==> config.mk <==
export PLATFORM = sky130hd
export DESIGN_NAME = gost_round_ctrl
export DESIGN_NICKNAME = d
export VERILOG_FILES = /design/src/rtl/gost_round_ctrl.sv
export SDC_FILE = /design/constraint.sdc
export NUM_CORES = 1
export LEC_CHECK = 0
export ABC_CLOCK_PERIOD_IN_PS = 6900
export BUFFER_PORTS_ARGS = -buffer_cell sky130_fd_sc_hd__buf_2
export CAP_MARGIN = 20
export CORE_AREA = 2 2 213 215
export DETAILED_ROUTE_END_ITERATION = 6
export DIE_AREA = 0 0 215 217
export MAX_ROUTING_LAYER = met4
export PLACE_DENSITY_LB_ADDON = 0.12
export SKIP_CTS_REPAIR_TIMING = 1
export SYNTH_ARGS = -nofsm -noshare
export SYNTH_HDL_FRONTEND = slang
export SYNTH_SLANG_ARGS = --single-unit
==> constraint.sdc <==
create_clock -name iclk -period 6.9 [get_ports iclk]
set_clock_uncertainty 0.05 [all_clocks]
set_input_delay 1.38 -clock iclk [delete_from_list [all_inputs] [get_ports iclk]]
set_output_delay 1.38 -clock iclk [all_outputs]
set_load 0.01 [all_outputs]
==> src/rtl/gost_round_ctrl.sv <==
// gost_round_ctrl: round sequencer for the Magma (GOST R 34.12-2015) 64-bit
// block cipher. Drives an external single-round datapath through 32
// start/done handshakes, selects each round key from the 256-bit master key,
// feeds each round result back as the next round input and presents the
// half-swapped result with a one-cycle odone pulse.
//
// Optional feature: define GOST_DECRYPT_EN to add the idecrypt input
// (latched with istart) that switches the key schedule to decryption order.
//
// Handshake: oround_start is a one-cycle request; oround_block/oround_key
// are held stable from that cycle until iround_done is seen. iround_done is
// a one-cycle completion strobe and is only honoured while waiting on a
// round; at any other time it is ignored.
module gost_round_ctrl #(
    parameter int ROUNDS = 32
) (
    input  logic         iclk,
    input  logic         irst,
    input  logic         istart,
    input  logic [63:0]  iblock,
    input  logic [255:0] ikey,
`ifdef GOST_DECRYPT_EN
    input  logic         idecrypt,
`endif
    output logic [63:0]  oblock,
    output logic         odone,
    output logic         obusy,
    output logic         oround_start,
    output logic [63:0]  oround_block,
    output logic [31:0]  oround_key,
    input  logic [63:0]  iround_block,
    input  logic         iround_done
);

    localparam logic [4:0] LAST_ROUND = 5'(ROUNDS - 1);

    typedef enum logic [1:0] {
        IDLE = 2'd0,
        RUN  = 2'd1,
        WAIT = 2'd2,
        DONE = 2'd3
    } state_t;

    state_t           state_q;
    logic [4:0]       cnt_q;
    logic [4:0]       cnt_d;
    logic [63:0]      block_q;
    logic [7:0][31:0] key_q;      // word 7 holds K1, word 0 holds K8
    logic [31:0]      rkey_q;
    logic [31:0]      rkey_d;
    logic [2:0]       slot_d;     // zero-based key number (K(slot+1))
    logic             desc_d;
    logic [63:0]      oblock_q;
    logic             done_q;
    logic             busy_q;
    logic             rstart_q;
`ifdef GOST_DECRYPT_EN
    logic             dec_q;
`endif

    // Key for the round that follows the current one: direction comes from
    // the top two counter bits, the key slot from the low three bits.
    always_comb begin
        cnt_d = cnt_q + 5'd1;
`ifdef GOST_DECRYPT_EN
        desc_d = dec_q ? (cnt_d[4:3] != 2'b00) : (cnt_d[4:3] == 2'b11);
`else
        desc_d = (cnt_d[4:3] == 2'b11);
`endif
        slot_d = desc_d ? ~cnt_d[2:0] : cnt_d[2:0];
        rkey_d = key_q[3'd7 - slot_d];
    end

    // Sequencer FSM; all handshake and result outputs are registered here.
    always_ff @(posedge iclk) begin
        if (irst) begin
            state_q  <= IDLE;
            cnt_q    <= 5'd0;
            block_q  <= 64'd0;
            key_q    <= '0;
            rkey_q   <= 32'd0;
            oblock_q <= 64'd0;
            done_q   <= 1'b0;
            busy_q   <= 1'b0;
            rstart_q <= 1'b0;
`ifdef GOST_DECRYPT_EN
            dec_q    <= 1'b0;
`endif
        end else begin
            rstart_q <= 1'b0;
            done_q   <= 1'b0;
            case (state_q)
                IDLE: begin
                    if (istart) begin
                        block_q  <= iblock;
                        key_q    <= ikey;
                        cnt_q    <= 5'd0;
                        // Round 0 uses K1 in both directions.
                        rkey_q   <= ikey[255:224];
`ifdef GOST_DECRYPT_EN
                        dec_q    <= idecrypt;
`endif
                        rstart_q <= 1'b1;
                        busy_q   <= 1'b1;
                        state_q  <= RUN;
                    end
                end
                RUN: begin
                    state_q <= WAIT;
                end
                WAIT: begin
                    if (iround_done) begin
                        block_q <= iround_block;
                        if (cnt_q == LAST_ROUND) begin
                            // Undo the swap the datapath did in the last round.
                            oblock_q <= {iround_block[31:0], iround_block[63:32]};
                            done_q   <= 1'b1;
                            state_q  <= DONE;
                        end else begin
                            cnt_q    <= cnt_d;
                            rkey_q   <= rkey_d;
                            rstart_q <= 1'b1;
                            state_q  <= RUN;
                        end
                    end
                end
                DONE: begin
                    busy_q  <= 1'b0;
                    state_q <= IDLE;
                end
                default: begin
                    state_q <= IDLE;
                end
            endcase
        end
    end

    assign oblock       = oblock_q;
    assign odone        = done_q;
    assign obusy        = busy_q;
    assign oround_start = rstart_q;
    assign oround_block = block_q;
    assign oround_key   = rkey_q;

endmodule
; Word-level counts from Yosys, hierarchy flattened
; Index checks and enable logic that the tools add are counted.
[totals]
reg_bits = 426
input_bits = 388
out_inout_bits = 163
word_cells = 65
[op_classes]
n_addsub = 2
order_cmp = 1
n_eq_ne = 8
muxes = 25
n_bitwise = 3
n_reduce_logical = 10
[op_table]
columns = operator, count
row1 = $mux W32, 4
row2 = $mux W64, 2
row3 = $pmux W64 S2, 1
row4 = $bmux W32 S3, 1
row5 = $pmux W32 S2, 1
row6 = $mux W5, 3
row7 = $pmux W5 S2, 1
row8 = $pmux W2 S4, 1
row9 = $eq A2 B2 Y1 const B, 3
row10 = $mux W2, 3
row11 = $ne A2 B2 Y1 const B, 3
row12 = $reduce_and A2 Y1, 3
row13 = $reduce_and A3 Y1, 2
row14 = $add A5 B1 Y5 const B, 1
row15 = $eq A5 B5 Y1 const B, 1
row16 = $mux W1, 5
row17 = $lt A3 B4 Y1 const B, 1
row18 = $pmux W1 S2, 2
row19 = $reduce_and A4 Y1, 1
row20 = $reduce_bool A2 Y1, 2
row21 = $mux W3, 1
row22 = $not A3 Y3, 1
row23 = $reduce_or A3 Y1, 1
row24 = $sub A3 B3 Y3 const A, 1
row25 = 3 further kinds, 4

; Logic depth before layout (Yosys ltp)
; Gate-level depths: netlist of the first run.
[logic_depth]
depth_word = 9
mapped_depth = 11
depth_no_buf = 9

; Least setup slack after synthesis of the first run
; No wires, ideal clock.
[synth_path]
path_kind = input port to flip-flop
startpoint = input port istart
endpoint = register block_q[61] (netlist: oround_block[61])
setup_time_ns = 0.091
t_arrival_ns = 2.631
required_time_ns = 6.759
setup_slack_ns = 4.127
cell_stages = 8
n_path_buf = 3
cell_sequence = nor2b_1 nand2b_1 clkbuf_1 nand2_1 clkbuf_1 clkbuf_1 nor2_1 a311oi_1
[synth_between]
elab_chain_cells = 2
[synth_lines]
columns = element, line_no
row1 = "start, declared", 19  ; input logic istart,
row2 = $ne A2 B2 Y1 (no line), -
row3 = $reduce_and A3 Y1 (no line), -
row4 = "end signal, assigned", 95  ; block_q <= iblock;
row5 = "end signal, assigned", 113  ; block_q <= iround_block;
row6 = "end, declared", 47  ; logic [63:0] block_q;
; No other way between the ends.
; A chain may end at the register's enable or synchronous reset.

; Worst setup path in the final report of the first run
[layout_path]
startpoint = register cnt_q[1]
endpoint = register rkey_q[31] (netlist: oround_key[31])
[layout_between]
elab_chain_cells = 9
word_cells_on_any_way = 13
cone_classes = add/sub (2) / eq/ne (3) / mux (6) / bitwise (1) / reduce/logical (1)
[layout_lines]
columns = element, line_no
row1 = "start, declared", 45  ; logic [4:0] cnt_q;
row2 = "start signal, assigned", 120  ; cnt_q <= cnt_d;
row3 = $add A5 B1 Y5, 64  ; cnt_d = cnt_q + 5'd1;
row4 = $eq A2 B2 Y1 or $not A3 Y3 (tied branches), "68, 70"
row5 = $mux W3, 70  ; slot_d = desc_d ? ~cnt_d[2:0] : cnt_d[2:0];
row6 = $sub A3 B3 Y3, 71  ; rkey_d = key_q[3'd7 - slot_d];
row7 = $bmux W32 S3, 71
row8 = $mux W32 (implied by the code), 71
row9 = $mux W32, 114  ; if (cnt_q == LAST_ROUND) begin
row10 = $mux W32, 112  ; if (iround_done) begin
row11 = $pmux W32 S2, 92  ; case (state_q)
row12 = "end signal, assigned", 99  ; rkey_q <= ikey[255:224];
row13 = "end signal, assigned", 121  ; rkey_q <= rkey_d;
row14 = "end, declared", 49  ; logic [31:0] rkey_q;
; Parallel ways exist; a longest one is shown, timed or not. The select of a mux whose other input is x is not followed.

==> qor.txt, run 1 <==
Crit path largest cell delay = 0.73 ns
Maxcap violations = 0
Slew HR = 0.2695
CTS tree = yes
Hold Path Class = reg -> reg
Synth area leader = dfxtp_1
GR Util met3 = 0.06177
Xor/xnor cell area share of the yosys netlist = 0.0004856
Final Hold Viols = 0
Syn Inst Count = 2276
Synth area leaders = dfxtp_1 47%, nand2_1 16%, a21oi_1 10%
Internal Power = 4.494 mW
CP dominant cell by count = ha_1
Reg area = 0.008528 mm2
Worst Max-Slew Pin Slew = 1.093 ns
Simple-gate portion of the synthesized area = 0.2152
First-pass GRT wire length = 101900 um
Most common cell in the netlist = nand2_1
# port buffers = 550
Reg clk slew, reported paths = 0.06 ns
Fillers = 4518
Fin Setup TNS = 0 ns
Yosys warns = 0
Share of cells above drive strength 1 = 0.2668
Row count = 78
CP required = 7.29 ns
Die Span Y = 217 um
Logic pwr share = 0.130
Setup violations, final = 0
Unique masters post-synth = 42
Average wire per standard cell = 20.65 um
Compound-Gate Fraction of Synth Area = 0.2231
Worst-path cell chain = ha_1, and3_1, ha_1, a21oi_1, a41oi_4, buf_4, nand2_8, a221oi_1, a211o_1, a311oi_1
Leakage = 9.705 nW
Grt met1 use = 0.3127
Post-synthesis mux area share = 0.03774
Peak supply drop = 187.9 uV
Die ar. = 0.04666 mm2
Sequential power share = 0.444
Adder-cell area share of the yosys netlist = 0.001388
Util after Layout = 0.5049
Number of synthesized flops with an enable pin = 0
Clock Power Share = 0.426
Crit path arrival time = 4.65 ns
Synthesized cell area = 0.01803 mm2
Detail Route Antenna Nets = 0
Sequential share of the synthesized area = 0.4729
Vias in the first global route = 17467
Dpl hpwl = 46300 um
Buf/Inv on CP = 1
WHS = 0.3999 ns
P_sw = 1.640 mW
Crit path max fanout = 127
Synth top area share = 0.4729
CP Class = reg -> reg
Vias per cell = 5.422
Met2 usage = 0.5057
Grt ovf = 0
PD cells = 271.8 mW/mm2
Bufs on Longest Clock Path = 3
Post-route DRC = 0
Num CTS Buffers = 47
Syn avg cell area = 7.924 um2
Slowest cell on the critical path = a221oi_1
Synth-to-layout area growth = 25.13%
CP Capture Type = flop
Gpl congestion = 0.8946
Starting density of the core = 0.4035
Largest net degree at the start of global routing = 163
CP Launch Type = flop
Root Driver = clkbuf_16
Worst skew pair latency = 0.58 ns
Commonest cells in the synthesized netlist = 778 x nand2_1, 426 x dfxtp_1, 359 x a21oi_1
I/O pin count = 551
Total track usage = 0.2907
FFs w/ async S/R, synth = 0
Largest family of logic cells by synthesized area = compound AO/OA/AOI/OAI gates
Fin crit period = 4.255 ns
DR iter-0 viols = 1483
Initial antenna violation count = 10
CTS H-tree depth = 2
Max frequency = 0.2350 GHz
FF+latch count, synth = 426
Delay-heaviest family, CP = compound AO/OA/AOI/OAI gates
Sw Ratio = 0.2674
Synth Flop Type = dfxtp_1
Drt first pass iters = 7
Pre-CTS setup slack = 2.669 ns
Final Max Slew Viols = 0
Core area = 0.04470 mm2
Busiest layer in global routing = met2
Die Wd = 215 um
Routed vias = 18023
Sink Count = 426
Post-Route WL = 68640 um
Outcome = finished clean
Worst setup margin = 2.645 ns
Syn nets = 2666
RSZ-0062 raised after global routing = no
Final nets = 3068
Final Cycle Share = 0.6166
Multi-input logic area = 0.008731 mm2
==> power by group through the flow <==
stage                     clock network [mW]  logic, mW  registers, mW
after global placement                     0      0.783           2.77
after global routing                    2.77      0.872           2.74
after detailed placement                   0      0.795           2.78
after floorplan                            0      0.437           2.77
after CTS                               2.66      0.798           2.72
final                                   2.61      0.796           2.73
==> placed cells by master, fill, tap and decap left out, types with 5 or more instances in the layout <==
master	n
a211o_1	31
a21oi_1	359
a221o_1	31
a221oi_1	32
a311oi_1	67
a311oi_2	29
and3_1	64
buf_2	549
buf_4	15
clkbuf_1	8
clkbuf_16	49
clkbuf_8	11
clkinv_2	8
dfxtp_1	426
diode_2	10
mux2_2	32
mux2i_1	32
nand2_1	777
nand3_1	5
nor2_1	101
o211ai_1	32
==> per-stage QoR <==
stage | std cells | total power [mW] | area, um2
floorplan | 2276 | 3.208 | 18030
global placement | 3229 | 3.557 | 20930
detailed placement | 3229 | 3.573 | 20930
CTS | 3314 | 6.186 | 22540
global route | 3324 | 6.380 | 22570
finish | 3324 | 6.135 | 22570
==> final timing paths <==
check | from | end | slack (ns) | depth (start not counted)
worst min-delay path | oblock[23] | oblock[23] | 0.40 | 2
worst max-delay path | cnt_q[1] | oround_key[31] | 2.65 | 10
worst max register to register | cnt_q[1] | oround_key[31] | 2.65 | 10
worst min register to register | oblock[23] | oblock[23] | 0.40 | 2
==> kinds of logic after synthesis <==
| family | count (synthesis) |
|---|---|
| AO/OA/AOI/OAI | 594 |
| XOR/XNOR | 1 |
| adder cells (fa/ha/maj) | 2 |
| buffers and inverters | 216 |
| flip-flops | 426 |
| multiplexers | 64 |
| AND/OR/NAND/NOR | 973 |
==> registers in the layout, summed over array words and instances, names as in the netlist <==
register      count
key_q           256
oblock           64
oround_block     64
oround_key       32
cnt_q             5
state_q           2
obusy             1
odone             1
oround_start      1
==> metal layers <==
layer / wire length, um / up-vias
li1: - / 8662
met1: 25980 / 8604
met2: 34580 / 601
met3: 4240 / 156
met4: 3841 / 0
met5: 0 / -
==> worst register-to-register path: cells and delay by family, from the launching register on <==
family	cells	cell delay, ns
compound gates	5	1.39
fa+ha+maj	2	0.71
buf+inv	1	0.62
flops	1	0.38
simple gates	2	0.97
==> final cells by class <==
type / instances / share of cell area
timing repair buffer: 567 / 0.1292
inverter: 2 / 0.0003327
tap: 600 / 0.03327
clock buffer: 68 / 0.06238
clock inverter: 17 / 0.008927
antenna: 10 / 0.001109
multi-input combinational: 1634 / 0.3869
sequential: 426 / 0.3779
Note: power is estimated with default switching activity, not from simulation.
==> run 2: changes to the inputs <==
ABC_CLOCK_PERIOD_IN_PS = 3980   (was 6900)
clock period = 3.98 ns   (was 6.9 ns; I/O delays follow)
==> run 2 against run 1 <==
Routed wire length grew 2.5%; combinational power increased by 76%; hold slack worse by 0.0023 ns; sequential share of layout area down 0.17 points; global-route usage up 0.59 points; cell area is 0.45% higher; power rose by 72%; first-iteration DRC count increased by 3.4%; register-to-register slack worse by 2.1 ns; sequential power is 75% higher; flip-flop and latch count unchanged.
==> qor.txt, run 2 (synthesized netlist as in run 1, its figures left out) <==
Average wire per standard cell = 21.14 um
Bufs on Longest Clock Path = 3
Register with the most flip-flops = key_q
Die ar. = 0.04666 mm2
Setup violations, final = 0
Post-route DRC = 0
CTS tree = yes
WHS = 0.3976 ns
Die Wd = 215 um
Worst skew pair latency = 0.58 ns
Fillers = 4470
Root Driver = clkbuf_16
Max reg flops = 256
Commonest non-fill, non-tap cell in the layout = nand2_1
Reg clk slew, reported paths = 0.06 ns
First-pass GRT wire length = 103300 um
CTS H-tree depth = 2
# port buffers = 550
Maxcap violations = 0
CP Launch Type = flop
Leakage = 9.764 nW
Routed vias = 18162
Die Span Y = 217 um
Outcome = finished clean
Num CTS Buffers = 47
Multi-input logic area = 0.008731 mm2
Core area = 0.04470 mm2
Row count = 78
Sink Count = 426
Share of cells above drive strength 1 = 0.2681
Dpl hpwl = 50200 um
Finished Layout Cells = 3328
Overall power = 10.53 mW
Drt first pass iters = 7
Commonest non-fill, non-tap cells in the layout = 777 x nand2_1, 549 x buf_2, 426 x dfxtp_1
Reg area = 0.008528 mm2
CP Class = reg -> reg
Util after Layout = 0.5071
Fin Setup TNS = 0 ns
Vias in the first global route = 17356
Worst Max-Slew Pin Slew = 1.105 ns
Fin crit period = 3.468 ns
Slew HR = 0.2617
Peak supply drop = 380.6 uV
Total track usage = 0.2966
Grt ovf = 0
Final Max Slew Viols = 0
DR iter-0 viols = 1533
Vias per cell = 5.457
CP required = 4.41 ns
Gpl congestion = 0.9351
Final Cycle Share = 0.8712
Hold Path Class = in -> reg
Starting density of the core = 0.4035
Crit path max fanout = 31
Final Hold Viols = 0
RSZ-0062 raised after global routing = no
Final nets = 3080
Placed insts = 3241
PD cells = 464.7 mW/mm2
Post-Route WL = 70370 um
Initial antenna violation count = 5
Detail Route Antenna Nets = 0
Largest net degree at the start of global routing = 136
Max frequency = 0.2884 GHz
I/O pin count = 551
CP Capture Type = flop
Crit path arrival time = 3.90 ns
Synth-to-layout area growth = 25.69%
## run 2: power by group
group	internal [mW]	switching, mW	total (mW)
Clock	2.59	1.78	4.37
Sequential	4.55	0.216	4.77
Combinational	0.548	0.848	1.40
Total	7.69	2.84	10.5
## run 2: cell type report
class,count,area share
diodes,5,0.0005520
inverters,2,0.0003312
flip-flops and latches,426,0.3762
well taps,600,0.03312
repair buffers,579,0.1370
clock buffers,72,0.06320
clock inverters,10,0.004416
multi-input cells,1634,0.3852
## run 2: final timing paths
path                                  from            end  slack (ns)  cells past startpoint
worst max-delay path              cnt_q[1]  oround_key[0]        0.51                      9
worst max register to register    cnt_q[1]  oround_key[0]        0.51                      9
worst min-delay path              ikey[52]      key_q[52]        0.40                      3
worst min register to register  key_q[243]     key_q[243]        0.40                      2
## run 2: critical path, stage by stage, from the launching register on
cell and delay, ns:
dfxtp_1 0.46, ha_1 0.34, and3_1 0.20, ha_1 0.31, nand2_1 0.13, o2bb2ai_1 0.13, or3_4 0.53, nand2_2 0.65
o211ai_1 0.23, a311oi_1 0.32
## run 2: stage by stage
step | setup slack (ns) | cell area, um2
CTS | 0.5864 | 22660
global placement | 0.7151 | 21120
finish | 0.5124 | 22670
global route | 0.3719 | 22670
detailed placement | 0.6298 | 21120
floorplan | 1.287 | 18030
## run 2: routing by layer
metal  part of all wire  vias up  track usage
met3              0.063      164      0.05255
met4              0.055        0       0.1506
li1                   -     8664            -
met5                  0        -            -
met1               0.37     8642       0.3162
met2               0.51      692       0.5292
==> run 3: changes to the inputs <==
ABC_CLOCK_PERIOD_IN_PS = 4100   (was 3980)
CORE_AREA = 8 8 207 209   (was 2 2 213 215)
SLEW_MARGIN = 10   (was default)
clock period = 4.1 ns   (was 3.98 ns; I/O delays follow)
==> run 3 against run 2 <==
The flow now finishes with violations (DRC); routed wire length is 2.3% higher; die area did not move; first-iteration DRC count increased by 7.7%; sequential power is 4% lower; critical path depth unchanged; cell area is 0.79% lower; global-route usage grew 0.30 points; clock power shrank 5%; maximum frequency down 1.8%; clock-buffer cell count fell by 6; via count about the same; sequential share of layout area up 0.30 points; critical path type unchanged; largest cell class unchanged; highest routed layer unchanged.
==> qor.txt, run 3 (synthesized netlist as in run 1, its figures left out) <==
Detail Route Antenna Nets = 0
RSZ-0062 raised after global routing = no
Post-route DRC = 3
Initial antenna violation count = 11
Root Driver = clkbuf_16
I/O pin count = 551
Slew HR = 0.2365
Dpl hpwl = 51440 um
Routed vias = 18171
Reg clk slew, reported paths = 0.06 ns
Crit path max fanout = 31
Fillers = 3860
Commonest non-fill, non-tap cells in the layout = 777 x nand2_1, 549 x buf_2, 426 x dfxtp_1
Maxcap violations = 0
Die ar. = 0.04666 mm2
Fin crit period = 3.531 ns
Starting density of the core = 0.4571
Hold Path Class = reg -> reg
Design Area, Final = 0.02249 mm2
Register with the most flip-flops = key_q
Worst Max-Slew Pin Slew = 1.143 ns
Grt ovf = 0
Worst skew pair latency = 0.57 ns
Leakage = 9.723 nW
Die Span Y = 217 um
Placed Area = 0.02095 mm2
Commonest non-fill, non-tap cell in the layout = nand2_1
Min-delay src = oblock[24]
CP Capture Type = flop
CTS tree = yes
PD cells = 450.5 mW/mm2
Share of cells above drive strength 1 = 0.2666
Overall power = 10.13 mW
First-pass GRT wire length = 107400 um
Row count = 73
Drt first pass iters = 7
Final nets = 3073
Max frequency = 0.2832 GHz
Crit path from = cnt_q[1]
Core area = 0.03946 mm2
Outcome = finished with violations
Largest net degree at the start of global routing = 161
Die Wd = 215 um
CP Launch Type = flop
Synth-to-layout area growth = 24.70%
Num CTS Buffers = 46
CTS H-tree depth = 2
CP Class = reg -> reg
Total track usage = 0.2996
Fin Setup TNS = 0 ns
Vias per cell = 5.586
Vias in the first global route = 17985
Peak supply drop = 301.1 uV
CP required = 4.53 ns
Average wire per standard cell = 22.14 um
# port buffers = 550
FF-to-FF Start = cnt_q[1]
DR iter-0 viols = 1651
Crit path arrival time = 3.96 ns
Bufs on Longest Clock Path = 3
Gpl congestion = 0.9191
Sink Count = 426
Max reg flops = 256
Post-Route WL = 72020 um
Failing checks = DRC
Final Cycle Share = 0.8612
Setup violations, final = 0
Final Hold Viols = 0
Final Max Slew Viols = 0
WHS = 0.3995 ns
Util after Layout = 0.5700
## run 3: cell count changes in the layout (fill, tap and decap cells not counted), moves of 2 or more
cell,before,now
clkbuf_16,49,47
clkbuf_1,11,9
clkbuf_8,12,10
diode_2,5,12
clkinv_2,8,10
buf_4,19,15
buf_12,10,8
## run 3: layout make-up
type / count / area, um2 / area share
tap: 525 / 656.9 / 0.02921
inverter: 2 / 7.507 / 0.0003338
multi-input combinational: 1634 / 8726 / 0.3880
timing repair buffer: 573 / 3035 / 0.1350
sequential: 426 / 8528 / 0.3792
clock inverter: 15 / 157.7 / 0.007010
clock buffer: 66 / 1348 / 0.05992
antenna: 12 / 30.03 / 0.001335
## run 3: critical path, cell delays in order, from the launching register on
cell and delay, ns:
dfxtp_1 0.45, ha_1 0.32, and3_1 0.19, ha_1 0.32, nand2_1 0.15, o2bb2ai_1 0.15
or3_2 0.62, nand2_2 0.65, o211ai_1 0.22, a311oi_2 0.32
## run 3: metal layers
metal,track usage,share of wire,vias to the layer above
li1,-,-,8651
met1,0.3268,0.38,8620
met4,0.1512,0.055,0
met3,0.06338,0.069,157
met5,-,0,-
met2,0.5154,0.50,743
## run 3: report_power, final
group          total (mW)  leakage [nW]  internal (mW)  switching (mW)
clock                4.17         0.752           2.47            1.70
sequential           4.60          3.50           4.42           0.182
combinational        1.37          5.48          0.520           0.845
## run 3: final timing paths
path	endpoint	slack (ns)	cells after the start
max	oround_key[5]	0.57	9
min	oblock[24]	0.40	2
max reg2reg	oround_key[5]	0.57	9
min reg2reg	oblock[24]	0.40	2
## run 3: metrics by stage
step                instances  setup slack (ns)
detailed placement       3160            0.6761
global route             3251            0.4086
CTS                      3241            0.6654
global placement         3160            0.7926
floorplan                2276             1.407
finish                   3253            0.5689
